==> src/rtl/apu_dma_pkg.sv <==
// Shared definitions for the DMC sample-fetch DMA responder:
// FSM state encoding, bus widths and a small state-decode helper.
package apu_dma_pkg;

   localparam int DMA_ADDR_W = 16;
   localparam int DMA_DATA_W = 8;

   typedef enum logic [2:0] {
      S_IDLE  = 3'd0,
      S_HALT  = 3'd1,
      S_STALL = 3'd2,
      S_READ  = 3'd3,
      S_ACK   = 3'd4
   } dma_state_t;

   // The CPU is held off the bus from the halt request until the read completes.
   function automatic logic owns_bus(input dma_state_t s);
      return (s == S_HALT) || (s == S_STALL) || (s == S_READ);
   endfunction

endpackage

==> src/rtl/apu_dmc_dma_responder.sv <==
// Bus-side responder for DMC sample-fetch DMA requests.
// Halts the CPU at a read cycle, inserts STALL_CYCLES dummy cycles, performs
// one byte read and returns it with a one-cycle acknowledge.
// Optional statistics outputs (halt-cycle and abort counters) are built when
// the macro APU_DMC_DMA_STATS_EN is defined.
module apu_dmc_dma_responder
   import apu_dma_pkg::*;
#(
   parameter int STALL_CYCLES = 3,
   parameter int STALL_W      = 2
) (
   input  logic                  iClk,
   input  logic                  iReset,
   input  logic                  iDMA_req,
   input  logic [DMA_ADDR_W-1:0] iDMA_addr,
   output logic                  oDMA_ack,
   output logic [DMA_DATA_W-1:0] oDMA_data,
   output logic                  oCPU_halt,
   input  logic                  iCPU_rdy,
   output logic                  oMem_rd,
   output logic [DMA_ADDR_W-1:0] oMem_addr,
   input  logic [DMA_DATA_W-1:0] iMem_data,
   input  logic                  iMem_valid
`ifdef APU_DMC_DMA_STATS_EN
   ,
   output logic [15:0]           oStall_count,
   output logic [7:0]            oAbort_count
`endif
);

   localparam logic [STALL_W-1:0] STALL_LOAD = STALL_W'(STALL_CYCLES);
   localparam logic [STALL_W-1:0] STALL_LAST = STALL_W'(1);

   dma_state_t              state_reg, state_next;
   logic [STALL_W-1:0]      stall_cnt_reg, stall_cnt_next;
   logic [DMA_ADDR_W-1:0]   addr_reg, addr_next;
   logic [DMA_DATA_W-1:0]   data_reg, data_next;
   logic                    halt_reg, rd_reg, ack_reg;
   logic [DMA_ADDR_W-1:0]   mem_addr_reg;

   // Next-state logic: request latch, halt handshake, stall countdown, read.
   always_comb begin
      state_next     = state_reg;
      stall_cnt_next = stall_cnt_reg;
      addr_next      = addr_reg;
      data_next      = data_reg;
      case (state_reg)
         S_IDLE: begin
            if (iDMA_req) begin
               addr_next  = iDMA_addr;
               state_next = S_HALT;
            end
         end
         S_HALT: begin
            if (!iDMA_req) begin
               state_next = S_IDLE;
            end else if (iCPU_rdy) begin
               stall_cnt_next = STALL_LOAD;
               state_next     = (STALL_CYCLES == 0) ? S_READ : S_STALL;
            end
         end
         S_STALL: begin
            // The halt is already owned here, so iCPU_rdy no longer matters.
            if (!iDMA_req) begin
               stall_cnt_next = '0;
               state_next     = S_IDLE;
            end else begin
               stall_cnt_next = stall_cnt_reg - STALL_LAST;
               if (stall_cnt_reg == STALL_LAST) begin
                  state_next = S_READ;
               end
            end
         end
         S_READ: begin
            // Once issued, the read always completes and is acknowledged.
            if (iMem_valid) begin
               data_next  = iMem_data;
               state_next = S_ACK;
            end
         end
         S_ACK: begin
            state_next = S_IDLE;
         end
         default: begin
            state_next = S_IDLE;
         end
      endcase
   end

   // State, capture and registered outputs decoded from the upcoming state.
   always_ff @(posedge iClk) begin
      if (iReset) begin
         state_reg     <= S_IDLE;
         stall_cnt_reg <= '0;
         addr_reg      <= '0;
         data_reg      <= '0;
         halt_reg      <= 1'b0;
         rd_reg        <= 1'b0;
         ack_reg       <= 1'b0;
         mem_addr_reg  <= '0;
      end else begin
         state_reg     <= state_next;
         stall_cnt_reg <= stall_cnt_next;
         addr_reg      <= addr_next;
         data_reg      <= data_next;
         halt_reg      <= owns_bus(state_next);
         rd_reg        <= (state_next == S_READ);
         ack_reg       <= (state_next == S_ACK);
         mem_addr_reg  <= (state_next == S_READ) ? addr_next : '0;
      end
   end

   assign oDMA_ack  = ack_reg;
   assign oDMA_data = data_reg;
   assign oCPU_halt = halt_reg;
   assign oMem_rd   = rd_reg;
   assign oMem_addr = mem_addr_reg;

`ifdef APU_DMC_DMA_STATS_EN
   logic [15:0] stall_count_reg;
   logic [7:0]  abort_count_reg;
   logic        abort_evt;

   // An abort is a dropped request while still waiting in HALT or STALL.
   assign abort_evt = ((state_reg == S_HALT) || (state_reg == S_STALL)) && !iDMA_req;

   // Saturating halt-cycle counter and wrapping abort counter.
   always_ff @(posedge iClk) begin
      if (iReset) begin
         stall_count_reg <= '0;
         abort_count_reg <= '0;
      end else begin
         if (halt_reg && (stall_count_reg != 16'hFFFF)) begin
            stall_count_reg <= stall_count_reg + 16'd1;
         end
         if (abort_evt) begin
            abort_count_reg <= abort_count_reg + 8'd1;
         end
      end
   end

   assign oStall_count = stall_count_reg;
   assign oAbort_count = abort_count_reg;
`endif

endmodule

==> config.mk <==
export PLATFORM = sky130hd
export DESIGN_NAME = apu_dmc_dma_responder
export DESIGN_NICKNAME = d
export VERILOG_FILES = /design/src/rtl/apu_dma_pkg.sv /design/src/rtl/apu_dmc_dma_responder.sv
export SDC_FILE = /design/constraint.sdc
export NUM_CORES = 1
export LEC_CHECK = 0
export CORE_MARGIN = 2
export CORE_UTILIZATION = 42
export DETAILED_ROUTE_END_ITERATION = 10
export DONT_BUFFER_PORTS = 1
export PLACE_DENSITY = 0.59
export SETUP_SLACK_MARGIN = 0.3
export SLEW_MARGIN = 20
export SYNTH_ARGS = -nofsm -noshare
export SYNTH_HDL_FRONTEND = slang
export SYNTH_SLANG_ARGS = --single-unit
==> constraint.sdc <==
create_clock -name iClk -period 1.76 [get_ports iClk]
set_input_delay 0.264 -clock iClk [delete_from_list [all_inputs] [get_ports iClk]]
set_output_delay 0.264 -clock iClk [all_outputs]
set_load 0.01 [all_outputs]
# Word level (Yosys, flattened, before mapping)
# Cells that the tools add are included.
word_totals:
  output_inout_bits: 27
  word_cells: 40
  inputBits: 29
  reg_bits: 48
classes:
  n_reduce_logical: 7
  eq_ne: 10
  bitwise_logic: 1
  add_sub_neg: 1
  muxes: 13
op_table:
  columns: ["op", "count"]
  rows:
  - ["$mux 16", 2]
  - ["$mux 3", 6]
  - ["$eq 3x2->1 const B", 4]
  - ["$pmux 3 s4", 1]
  - ["$eq 3x1->1 const B", 2]
  - ["$mux 2", 3]
  - ["$ne 2x2->1 const B", 2]
  - ["$pmux 2 s2", 1]
  - ["$eq 3x3->1 const B", 1]
  - ["$logic_not 3->1", 1]
  - ["$reduce_and 3->1", 1]
  - ["$eq 2x1->1 const B", 1]
  - ["$logic_or 1x1->1", 2]
  - ["$reduce_and 2->1", 1]
  - ["$reduce_bool 2->1", 1]
  - ["$reduce_or 2->1", 1]
  - ["$sub 2x1->2 const B", 1]
  - ["$not 1->1", 1]

# Depth between registers and ports, before layout
logic_depth:
  ltp_word: 7
  mapped_depth: 6
  mapped_depth_nobuf: 5

# Worst setup path after synthesis
# No wires, ideal clock.
synth_timing:
  kind: "reg2reg"
  startpoint: "register state_reg[1]"
  endpoint: "register mem_addr_reg[0], in the netlist oMem_addr[0]"
  synth_period_minus_slack_ps: 1369
  setup_ps: 120
  n_path_buf: 1
  stages_incl_launch_ff: 5
  slack_ps: 391
  required_ps: 1640
  t_arrival_ps: 1249
  path_cell_list: "dfxtp_1 > and4b_2 > a211oi_4 > buf_6 > nor4_1"
synth_via:
  elab_chain_len: 6
  word_cells_on_any_way: 15
  cone_classes: "eq/ne (4); mux (8); bitwise (1); reduce/logical (2)"
synth_lines:
  columns: ["item", "line", "source"]
  rows:
  - ["start, declared", "apu_dmc_dma_responder.sv:34", "dma_state_t state_reg, state_next;"]
  - ["start signal, assigned", "apu_dmc_dma_responder.sv:102", "state_reg <= state_next;"]
  - ["$mux 3 (on tied branches)", "apu_dmc_dma_responder.sv:69, apu_dmc_dma_responder.sv:57", null]
  - ["$mux 3 (on tied branches)", "apu_dmc_dma_responder.sv:64, apu_dmc_dma_responder.sv:55", null]
  - ["$pmux 3 s4", "apu_dmc_dma_responder.sv:47", "case (state_reg)"]
  - ["$eq 3x2->1", "apu_dmc_dma_responder.sv:109", "mem_addr_reg <= (state_next == S_READ) ? addr_next : '0;"]
  - ["$not 1->1 (no source line)", null, null]
  - ["$reduce_or 2->1 (no source line)", null, null]
  - ["end signal, assigned", "apu_dmc_dma_responder.sv:109", null]
  - ["end, declared", "apu_dmc_dma_responder.sv:39", "logic [DMA_ADDR_W-1:0] mem_addr_reg;"]
# Parallel ways exist; a longest one is shown, timed or not.
# A chain may end at the register's enable or synchronous reset.

# Worst setup path after layout
layout_timing:
  startpoint: "register state_reg[1]"
  endpoint: "register mem_addr_reg[4], in the netlist oMem_addr[4]"
# Same word-level chain as after synthesis.

==> results summary <==
The flow ran to the end, and the final reports show no timing, DRC or antenna violations. The number of buffers added on ports came out at 0. Dividing the synthesized area by the synthesized cell count gives 11.79 sq um. The via total after detailed routing came out at 1062. The setup slack on the worst flop-to-flop path came out at 0.39 ns.

The number of clock sinks seen by CTS came out at 48. The transition at the pin with the smallest max-transition slack came out at slightly below 0.4 ns. The total global routing track utilization is between 10% and 20%. The count of state elements after synthesis is 48. The finished cells cover 1802 sq um. The maximum vdd drop came out at approximately 460 uV.

The y dimension of the die came out at 67.14 um. Row generation in the floorplan step produced 22 rows. The worst hold path belongs to the class in2reg. The number of enable flip-flop cells after synthesis is 0. After detailed routing, the total wire length is 3080 um.

The accumulated negative setup slack came out at 0 ns. The CTS tree is done. TritonCTS created 5 clock buffers. The placed wire-length estimate is 2120 um. For this run, the leading register cell type out of synthesis is dfxtp_1.

The total of cells resized after clock tree synthesis came out at 2. The headroom to the max-slew limit came out at 74.35%. The proportion of synthesized chip area in sequential cells is about 57%.

The post-synthesis cell count is 142. The final weighted congestion of routability-driven global placement came out at 0.6534. 56 I/O pins were placed.

The endpoint arrival time on the critical path came out at 1.55 ns. The fraction of layout instances using a drive strength above 1 is 17.93%. In the final routed layout, each cell accounts on average for ~16 um. The vias per cell is ~5.5. The number of slew-limit violations in the final report came out at 0. The number of non-filler instances in the completed layout came out at just under 200.

Post-CTS timing repair inserted 0 buffers for setup. The final-report hold violation count is 0. The placed instance area came out at around 1700 sq um. The placeable core region came out at 3744 sq um. The number of antenna violations at the first check in global routing is 0. Once detail routing completed, the nets flagged for antenna violations numbered 0. STA classifies the critical path endpoint as a register. In this run the most critical hold path is launched from iReset. The maximum root-to-sink buffer count is 2.

The CTS clock-pin slew for the worst setup and hold paths came out at 0.08 ns. The number of failing setup endpoints in the final timing report came out at 0. Based on the critical path, the design can be clocked at up to approximately 730 MHz. Max-cap violations in this run came to 0. The post-route core utilization is about half. Ranked by total cell area, the synthesized netlist is headed by dfxtp_1, mux2i_1, nor4_1. The area growth from synthesis to layout came out at 7.623%. The area of the die is 4507 sq um. STA puts the critical path data required time at 1.94 ns. In the synthesized netlist, the cells that appear most often are dfxtp_1, nor2_1, mux2i_1, nor4_1, a22o_1. Setup repair after global routing left no endpoint under its margin. The startpoint of the most critical setup path is state_reg[1]. The smallest clock period supported by the final layout is computed as 1.367 ns. The number of global-route vias before repair came out at 1037. The die width is 67.14 um.

dfxtp_1 takes more of the synthesized area than any other cell. The synthesized cell area is 1674 sq um. The power density over the cells came out at 1085 nW/um^2.

Summed over all cells, the static leakage comes to 0.6861 nW. The first detailed-routing pass took 4 iterations. On the final layout, the worst clock skew is 0.002163 ns. The maximum level of the CTS H-tree came out at 2. The critical-path maximum fanout came out at 16. The synthesized net count is 172. The final net count is 174. The post-synthesis async set-or-reset flop share is 0%.

The share of the synthesized area in the top cell type came out at between 50% and 60%. The initial standard-cell utilization of the core is about 45%. In the routed design, unresolved DRC markers number 0. The total number of yosys warnings came out at 0. The antenna cell count came out at 0. In this run the critical register-to-register path is launched from state_reg[1]. In this run, the number of DRC markers left after iteration 0 of detailed routing was 62.

The placed cell count is 185. The buffer cell driving the clock tree root is clkbuf_8. Synthesis instantiated 27 different standard cells from the library. The first-pass GRT wire length is 4885 um. Entering global routing, the biggest net connects 23 pins. The library cell with the highest instance count after synthesis is dfxtp_1. STA classifies the critical path startpoint as a register.

The worst-skew pair later-pin latency came out at 0.30 ns. The share of the clock period used by the worst path is 77.66%. The total power of the final layout came out at 1.955 mW. The worst setup path is of the reg2reg kind. The aggregate global routing overflow came out at 0. The number of buffers inserted for hold repair after clock tree synthesis came out at 0.
[worst max-delay path, stage by stage, from the launching register on]
cell     delay (ns)
dfxtp_2        0.36
nor4b_4        0.33
buf_12         0.21
mux2i_1        0.27
nor4_1         0.07
[placed cells by master, fill, tap and decap left out, drive strengths merged]
master,instances
a211oi,2
a21oi,2
a221oi,2
a22o,8
and2,1
and2b,1
and3,1
and3b,2
and4b,1
buf,4
clkbuf,7
clkinvlp,1
dfxtp,48
ha,1
inv,3
mux2i,16
nand2,3
nor2,18
nor2b,3
nor3,2
nor4,16
nor4b,1
o21ai,1
or2,1
[power breakdown]
group          internal, mW  switching (mW)  leakage, nW
sequential             1.12          0.0164        0.391
clock                 0.319           0.354       0.0445
combinational        0.0646          0.0817        0.251
[path summary, 6_finish.rpt]
kind / to / depth (start not counted)
setup / recovery: oMem_addr[4] / 4
hold / removal: addr_reg[1] / 1
setup reg to reg: oMem_addr[4] / 4
hold reg to reg: stall_cnt_reg[1] / 2
[area by class of cell]
type / count / area [sq um]
clock buffer: 7 / 86.33
clock inverter: 1 / 7.507
fill: 369 / 1942
inverter: 3 / 11.26
multi-input combinational: 82 / 630.6
sequential: 48 / 963.4
tap: 48 / 60.06
timing repair buffer: 4 / 42.54
[cell families (layout without fill, tap and decap cells)]
group           count (synthesis)  after routing  share of synthesized area (%)
compound gates                 15             15                          8.520
buf+inv                        12             15                          6.278
flops                          48             48                          57.40
mux                            16             16                          9.566
fa+ha+maj                       1              1                         0.7473
simple gates                   50             50                          17.49
[stage by stage]
stage	hold slack [ns]	worst slack, ns
2_1_floorplan	0.3966	0.3908
6_report	0.02958	0.3932
3_5_place_dp	0.3426	0.2578
4_1_cts	0.02168	0.3023
5_1_grt	0.01735	0.3087
3_3_place_gp	0.3408	0.3473
[per-layer routing]
| metal | global-route usage [%] | vias to the layer above | routed length, um |
|---|---|---|---|
| met3 | 7.167 | 7 | 288 |
| met2 | 21.91 | 34 | 1419 |
| li1 | - | 511 | - |
| met5 | 0 | - | 0 |
| met1 | 17.82 | 510 | 1320 |
| met4 | 6.122 | 0 | 53 |
(Power assumes the default switching activity.)
